### src/rtl/conv_sched.sv
// conv_sched: sequences FRAM/KRAM reads over every output pixel and kernel tap of one conv pass.
// Define CONV_SCHED_PERF_EN to add the perf_cycles/perf_stalls counters.
module conv_sched #(
    parameter int ADDR_WIDTH = 12,
    parameter int DIM_W      = 8,
    parameter int RD_LAT     = 1
) (
    input  logic                  clk,
    input  logic                  rst,
    input  logic                  start,
    input  logic [DIM_W-1:0]      cfg_ih,
    input  logic [DIM_W-1:0]      cfg_iw,
    input  logic [DIM_W-1:0]      cfg_ch,
    input  logic [DIM_W-1:0]      cfg_k,
    input  logic                  cfg_stride2,
    input  logic [ADDR_WIDTH-1:0] cfg_fbase,
    input  logic [ADDR_WIDTH-1:0] cfg_kbase,
    input  logic                  stall,
    output logic                  fram_rd_en,
    output logic [ADDR_WIDTH-1:0] fram_rd_addr,
    output logic                  kram_rd_en,
    output logic [ADDR_WIDTH-1:0] kram_rd_addr,
    output logic                  mac_valid,
    output logic                  mac_first,
    output logic                  mac_last,
    output logic [2*DIM_W-1:0]    out_idx,
    output logic                  busy,
    output logic                  done,
`ifdef CONV_SCHED_PERF_EN
    output logic [31:0]           perf_cycles,
    output logic [31:0]           perf_stalls,
`endif
    output logic                  err
);

    localparam int AW = ADDR_WIDTH;
    localparam int IW = 2 * DIM_W;
    localparam logic [DIM_W-1:0] ONE = DIM_W'(1);

    typedef enum logic [2:0] {
        S_IDLE, S_CHECK, S_RUN, S_DRAIN, S_FIN
    } state_t;

    state_t state;

    logic [DIM_W-1:0] ih, iw, ch, kk;
    logic             s;
    logic [AW-1:0]    fbase, kbase;
    logic [DIM_W-1:0] oy, ox, c, ky, kx;
    logic [DIM_W-1:0] nxt_oy, nxt_ox, nxt_c, nxt_ky, nxt_kx;
    logic [DIM_W-1:0] oh, ow;
    logic             bad, issue;
    logic             last_kx, last_ky, last_c, last_ox, last_oy;
    logic             is_first, is_last, is_final;
    logic [AW-1:0]    row, col, fa, ka;
    logic [IW-1:0]    idx;

    logic             iss_first, iss_last;
    logic [IW-1:0]    iss_idx;
    logic [RD_LAT-1:0] pv, pf, pl;
    logic [IW-1:0]    pidx [RD_LAT];
    logic             early;

    assign oh = ((ih - kk) >> s) + ONE;
    assign ow = ((iw - kk) >> s) + ONE;
    assign bad = (kk == '0) || (ch == '0) || (kk > ih) || (kk > iw);

    assign last_kx  = (kx == kk - ONE);
    assign last_ky  = (ky == kk - ONE);
    assign last_c   = (c == ch - ONE);
    assign last_ox  = (ox == ow - ONE);
    assign last_oy  = (oy == oh - ONE);
    assign is_first = (c == '0) && (ky == '0) && (kx == '0);
    assign is_last  = last_kx && last_ky && last_c;
    assign is_final = is_last && last_ox && last_oy;

    // Tap 0 is issued on the CHECK edge so the first read lands at t+2.
    assign issue = ((state == S_CHECK) && !bad) ||
                   ((state == S_RUN) && !stall);

    // All arithmetic is done mod 2^AW, which gives the silent address wrap.
    assign row = (AW'(oy) << s) + AW'(ky);
    assign col = (AW'(ox) << s) + AW'(kx);
    assign fa  = fbase + AW'(c) * AW'(ih) * AW'(iw) + row * AW'(iw) + col;
    assign ka  = kbase + AW'(c) * AW'(kk) * AW'(kk) + AW'(ky) * AW'(kk)
               + AW'(kx);
    assign idx = IW'(oy) * IW'(ow) + IW'(ox);

    always_comb begin
        nxt_kx = kx + ONE;
        nxt_ky = ky;
        nxt_c  = c;
        nxt_ox = ox;
        nxt_oy = oy;
        if (last_kx) begin
            nxt_kx = '0;
            nxt_ky = ky + ONE;
            if (last_ky) begin
                nxt_ky = '0;
                nxt_c  = c + ONE;
                if (last_c) begin
                    nxt_c  = '0;
                    nxt_ox = ox + ONE;
                    if (last_ox) begin
                        nxt_ox = '0;
                        nxt_oy = oy + ONE;
                    end
                end
            end
        end
    end

    always_comb begin
        early = 1'b0;
        for (int i = 0; i < RD_LAT - 1; i++) early = early | pv[i];
    end

    always_ff @(posedge clk) begin
        if (rst) begin
            state        <= S_IDLE;
            ih           <= '0;
            iw           <= '0;
            ch           <= '0;
            kk           <= '0;
            s            <= 1'b0;
            fbase        <= '0;
            kbase        <= '0;
            oy           <= '0;
            ox           <= '0;
            c            <= '0;
            ky           <= '0;
            kx           <= '0;
            fram_rd_en   <= 1'b0;
            fram_rd_addr <= '0;
            kram_rd_addr <= '0;
            iss_first    <= 1'b0;
            iss_last     <= 1'b0;
            iss_idx      <= '0;
            pv           <= '0;
            pf           <= '0;
            pl           <= '0;
            for (int i = 0; i < RD_LAT; i++) pidx[i] <= '0;
            busy         <= 1'b0;
            done         <= 1'b0;
            err          <= 1'b0;
`ifdef CONV_SCHED_PERF_EN
            perf_cycles  <= '0;
            perf_stalls  <= '0;
`endif
        end else begin
            fram_rd_en <= 1'b0;
            iss_first  <= 1'b0;
            iss_last   <= 1'b0;
            done       <= 1'b0;

            pv[0]   <= fram_rd_en;
            pf[0]   <= iss_first;
            pl[0]   <= iss_last;
            pidx[0] <= iss_idx;
            for (int i = 1; i < RD_LAT; i++) begin
                pv[i]   <= pv[i-1];
                pf[i]   <= pf[i-1];
                pl[i]   <= pl[i-1];
                pidx[i] <= pidx[i-1];
            end

            if (issue) begin
                fram_rd_en   <= 1'b1;
                fram_rd_addr <= fa;
                kram_rd_addr <= ka;
                iss_first    <= is_first;
                iss_last     <= is_last;
                iss_idx      <= idx;
                oy           <= nxt_oy;
                ox           <= nxt_ox;
                c            <= nxt_c;
                ky           <= nxt_ky;
                kx           <= nxt_kx;
            end

`ifdef CONV_SCHED_PERF_EN
            if (state == S_IDLE && start) begin
                perf_cycles <= '0;
                perf_stalls <= '0;
            end else begin
                if (busy && !(&perf_cycles))
                    perf_cycles <= perf_cycles + 32'd1;
                if (state == S_RUN && stall && !(&perf_stalls))
                    perf_stalls <= perf_stalls + 32'd1;
            end
`endif

            unique case (state)
                S_IDLE: begin
                    if (start) begin
                        ih    <= cfg_ih;
                        iw    <= cfg_iw;
                        ch    <= cfg_ch;
                        kk    <= cfg_k;
                        s     <= cfg_stride2;
                        fbase <= cfg_fbase;
                        kbase <= cfg_kbase;
                        oy    <= '0;
                        ox    <= '0;
                        c     <= '0;
                        ky    <= '0;
                        kx    <= '0;
                        err   <= 1'b0;
                        busy  <= 1'b1;
                        state <= S_CHECK;
                    end
                end
                S_CHECK: begin
                    if (bad) begin
                        err   <= 1'b1;
                        done  <= 1'b1;
                        busy  <= 1'b0;
                        state <= S_FIN;
                    end else begin
                        state <= is_final ? S_DRAIN : S_RUN;
                    end
                end
                S_RUN: begin
                    if (!stall && is_final) state <= S_DRAIN;
                end
                S_DRAIN: begin
                    // Final beat sits at the pipe output: done follows next cycle.
                    if (!fram_rd_en && !early) begin
                        done  <= 1'b1;
                        busy  <= 1'b0;
                        state <= S_FIN;
                    end
                end
                S_FIN: state <= S_IDLE;
                default: state <= S_IDLE;
            endcase
        end
    end

    assign kram_rd_en = fram_rd_en;
    assign mac_valid  = pv[RD_LAT-1];
    assign mac_first  = pf[RD_LAT-1];
    assign mac_last   = pl[RD_LAT-1];
    assign out_idx    = pidx[RD_LAT-1];

endmodule

### config.mk
export PLATFORM = sky130hd
export DESIGN_NAME = conv_sched
export DESIGN_NICKNAME = d
export VERILOG_FILES = /design/src/rtl/conv_sched.sv
export SDC_FILE = /design/constraint.sdc
export NUM_CORES = 1
export LEC_CHECK = 0
export ABC_AREA = 1
export BUFFER_PORTS_ARGS = -buffer_cell sky130_fd_sc_hd__buf_2
export CAP_MARGIN = 20
export CORE_MARGIN = 2
export CORE_UTILIZATION = 38
export CTS_CLUSTER_DIAMETER = 40
export DETAILED_ROUTE_END_ITERATION = 10
export SYNTH_ARGS = -nofsm -noshare
export SYNTH_HDL_FRONTEND = slang
export SYNTH_SLANG_ARGS = --single-unit
### constraint.sdc
create_clock -name clk -period 10.85 [get_ports clk]
set_clock_uncertainty 0.05 [all_clocks]
set_input_delay 1.6275 -clock clk [delete_from_list [all_inputs] [get_ports clk]]
set_output_delay 1.6275 -clock clk [all_outputs]
set_load 0.02 [all_outputs]
==> results.toml <==
[outcome]
status = "finished, final reports clean"

[critical_path]
worst_ep_required_time_ps = 11170
path_buf_inv = 5
worst_r2r_startpoint = "c[0]"
worst_reg_to_reg_cells = 34
critPathMaxStageDelay_ps = 960
worst_setup_path_end_kind = "register"
timing.critical_path.slowest_stage_cell = "dfxtp_1"
critical_path.max_fanout = 21
worst_path_dominant_cell_family = "adder cells"
critical_path.most_common_cell = "fa_1"
timing_worst_setup_path_type = "register to register"
critical_path.reg2reg.endpoint = "fram_rd_addr[11]"
timing.critical_path.arrival_ps = 9490
rrSetupSlack_ps = 1680
critical_path_start_type = "register"

[clocking]
ctsHoldBuffers = 0
tritoncts_clock_tree = "yes"
clkSlewWorstSetupHoldPaths_ps = 70
htree_num_levels = 4
skew_pair_late_insertion_delay_ps = 510
max-clock-path-buffers = 2
postCtsSetupBuffers = 0
cts-buffers-inserted = 17
cts-root-buf = "clkbuf_16"
cts.repair.resized = 0
clock_sink_count = 165

[place]
postPlaceCellArea_sq_um = 24440
gp_congestion = 0.9173
dp_hpwl_microns = 52620
port_buffers = 108

[routing]
detailroute.wirelength.met2_microns = 29270
route.layer.met1.wl_microns = 30810
drt_iter0_drc = 1450
drc_errors = 0
wl_per_cell_microns = 16.80
drt_first_pass_iters = 5
via_per_inst = 4.839
met3WireLength_microns = 4553
drtAntennaViolNets = 0
drt-total-wl_microns = 66480
dr.max_layer_used = "met5"
route.vias.total = 19150

[cells_and_area]
area_growth_syn_to_layout_pct = 7.826
seq_area_sq_um = 3303
final_core_utilization = 0.4147
nFillCells = 6316
antenna_cells = 0
drive_gt1_frac = 0.07777
final_nets = 3757
postLayoutCellArea_sq_um = 25030
multi_input_area_sq_um = 16590

[flow_run]
max_cap_viol_count = 0

[timing]
finalWorstPathRequiredPeriod_ps = 9170
timing.final.crit_share = 0.8451
worst-slew-pin-transition_ps = 996.8
rsz0062_at_grt = "false"
fin_tns_setup_ps = 0
final-max-slew-violation-count = 0
maxClockFrequency_mhz = 109.1
final_setup_viols = 0
timing.final.hold_violations = 0
max-slew-margin-rel = 0.3293

[floorplan]
die_width_microns = 251.2
die_footprint_sq_um = 63090
io_pins = 109
core_footprint_sq_um = 60360
initial_utilization = 0.3846
core.rowCount = 90
die_height_microns = 251.2

[power_and_ir_drop]
power_density_nw_per_um2 = 137.7
leakage_power_nw = 13.25
vdd_ir_drop_max_uv = 114.7

[synthesis]
syn_nets = 3726
synth.cell_area_sq_um = 23220
synth_seq_area_share = 0.1423
synth_cell_types = 53
cell_count_after_synthesis = 3132
synth-async-reset-ratio = 0
netlist_top_cells_area = "fa_1, dfxtp_1, inv_1"
ys_warns = 0
netlist.area_leader.share = 0.2768
synth_largest_area_cell = "fa_1"
post_synth_edffs = 0
ys_dominant_reg_cell = "dfxtp_1"
avgSynthCellArea_sq_um = 7.413
post_synth_most_frequent_cells = "inv_1, nand2_1, fa_1"
post-synth-top-count-cell = "inv_1"
yosys_register_bits = 165

[global_routing]
first_global_vias = 18830
grt_start_max_net_pins = 56
antenna_found_initial = 1
gr-usage-all-layers = 0.2189
global_route.overflow_total = 0
wire_length_of_the_first_global_routing_pass_microns = 105300

[hold_path]
min-delay-start = "iss_last"
worstHoldPathCells = 2
min_to = "mac_last"
worstHoldPathType = "register to register"
flip-flops by register name, indices dropped and copies added, names as in the netlist, 3 cells and up:
register / count
iw: 8
kbase: 12
kx: 8
ih: 8
ky: 8
oy: 8
kram_rd_addr: 12
c: 8
ch: 8
ox: 8
kk: 8
fram_rd_addr: 12
pidx: 16
fbase: 12
iss_idx: 16
state: 3
tightest hold or removal path, cell delays in order (launching register included):
cell	delay, ps
dfxtp_1	300
inv_1	40
nor2_1	30
metal layers:
layer,up-vias,global-route usage
met5,-,0
met4,2,0.07007
met3,75,0.04753
met2,503,0.3386
met1,9151,0.3043
li1,9421,-
cell families (layout without fill, tap and decap cells):
group	Yosys count	count (layout)	synth area share
AND/OR/NAND/NOR	1127	1127	0.2052
buffers and inverters	877	921	0.1435
adder cells (fa/ha/maj)	533	533	0.3911
AO/OA/AOI/OAI	310	310	0.07206
flip-flops	165	165	0.1423
XOR/XNOR	120	120	0.04592
final cells by class:
cell class	count	area share
multi-input cells	2090	0.6628
flip-flops and latches	165	0.1320
inverters	756	0.1136
well taps	782	0.03909
repair buffers	133	0.02909
clock buffers	19	0.01809
clock inverters	13	0.005398
placed cells by master, fill, tap and decap left out, types with 25 or more instances in the layout:
| master | n |
|---|---|
| xnor2_1 | 35 |
| ha_1 | 212 |
| nor2_1 | 212 |
| nand3_1 | 125 |
| buf_2 | 108 |
| buf_4 | 25 |
| fa_1 | 321 |
| dfxtp_1 | 165 |
| o21ai_0 | 108 |
| xor2_1 | 83 |
| inv_1 | 738 |
| a21oi_1 | 162 |
| nand2_1 | 666 |
report_power, final:
group | total, mW | internal [mW] | switching (mW)
combinational | 1.91 | 0.568 | 1.34
clock | 0.649 | 0.335 | 0.314
sequential | 0.893 | 0.737 | 0.155
total | 3.45 | 1.64 | 1.81
per-stage QoR:
step / power (mW) / hold WS (ps) / worst slack [ps] / instances
floorplan: 2.217 / 338.3 / 2232 / 3132
global placement: 2.789 / 355.4 / 1864 / 3926
detailed placement: 2.796 / 352.4 / 1698 / 3926
CTS: 3.464 / 371.7 / 1694 / 3958
global route: 3.743 / 392.5 / 1008 / 3958
finish: 3.448 / 368.6 / 1680 / 3958
how the worst max path moves through the flow:
stage,end,start,cells after the start
3_3_place_gp,fram_rd_addr[11],c[4],36
3_5_place_dp,fram_rd_addr[11],c[4],34
2_1_floorplan,kram_rd_addr[11],c[3],39
6_report,fram_rd_addr[11],c[0],34
5_1_grt,fram_rd_addr[11],c[3],40
4_1_cts,fram_rd_addr[11],c[4],34
Note: power is estimated with default switching activity, not from simulation.
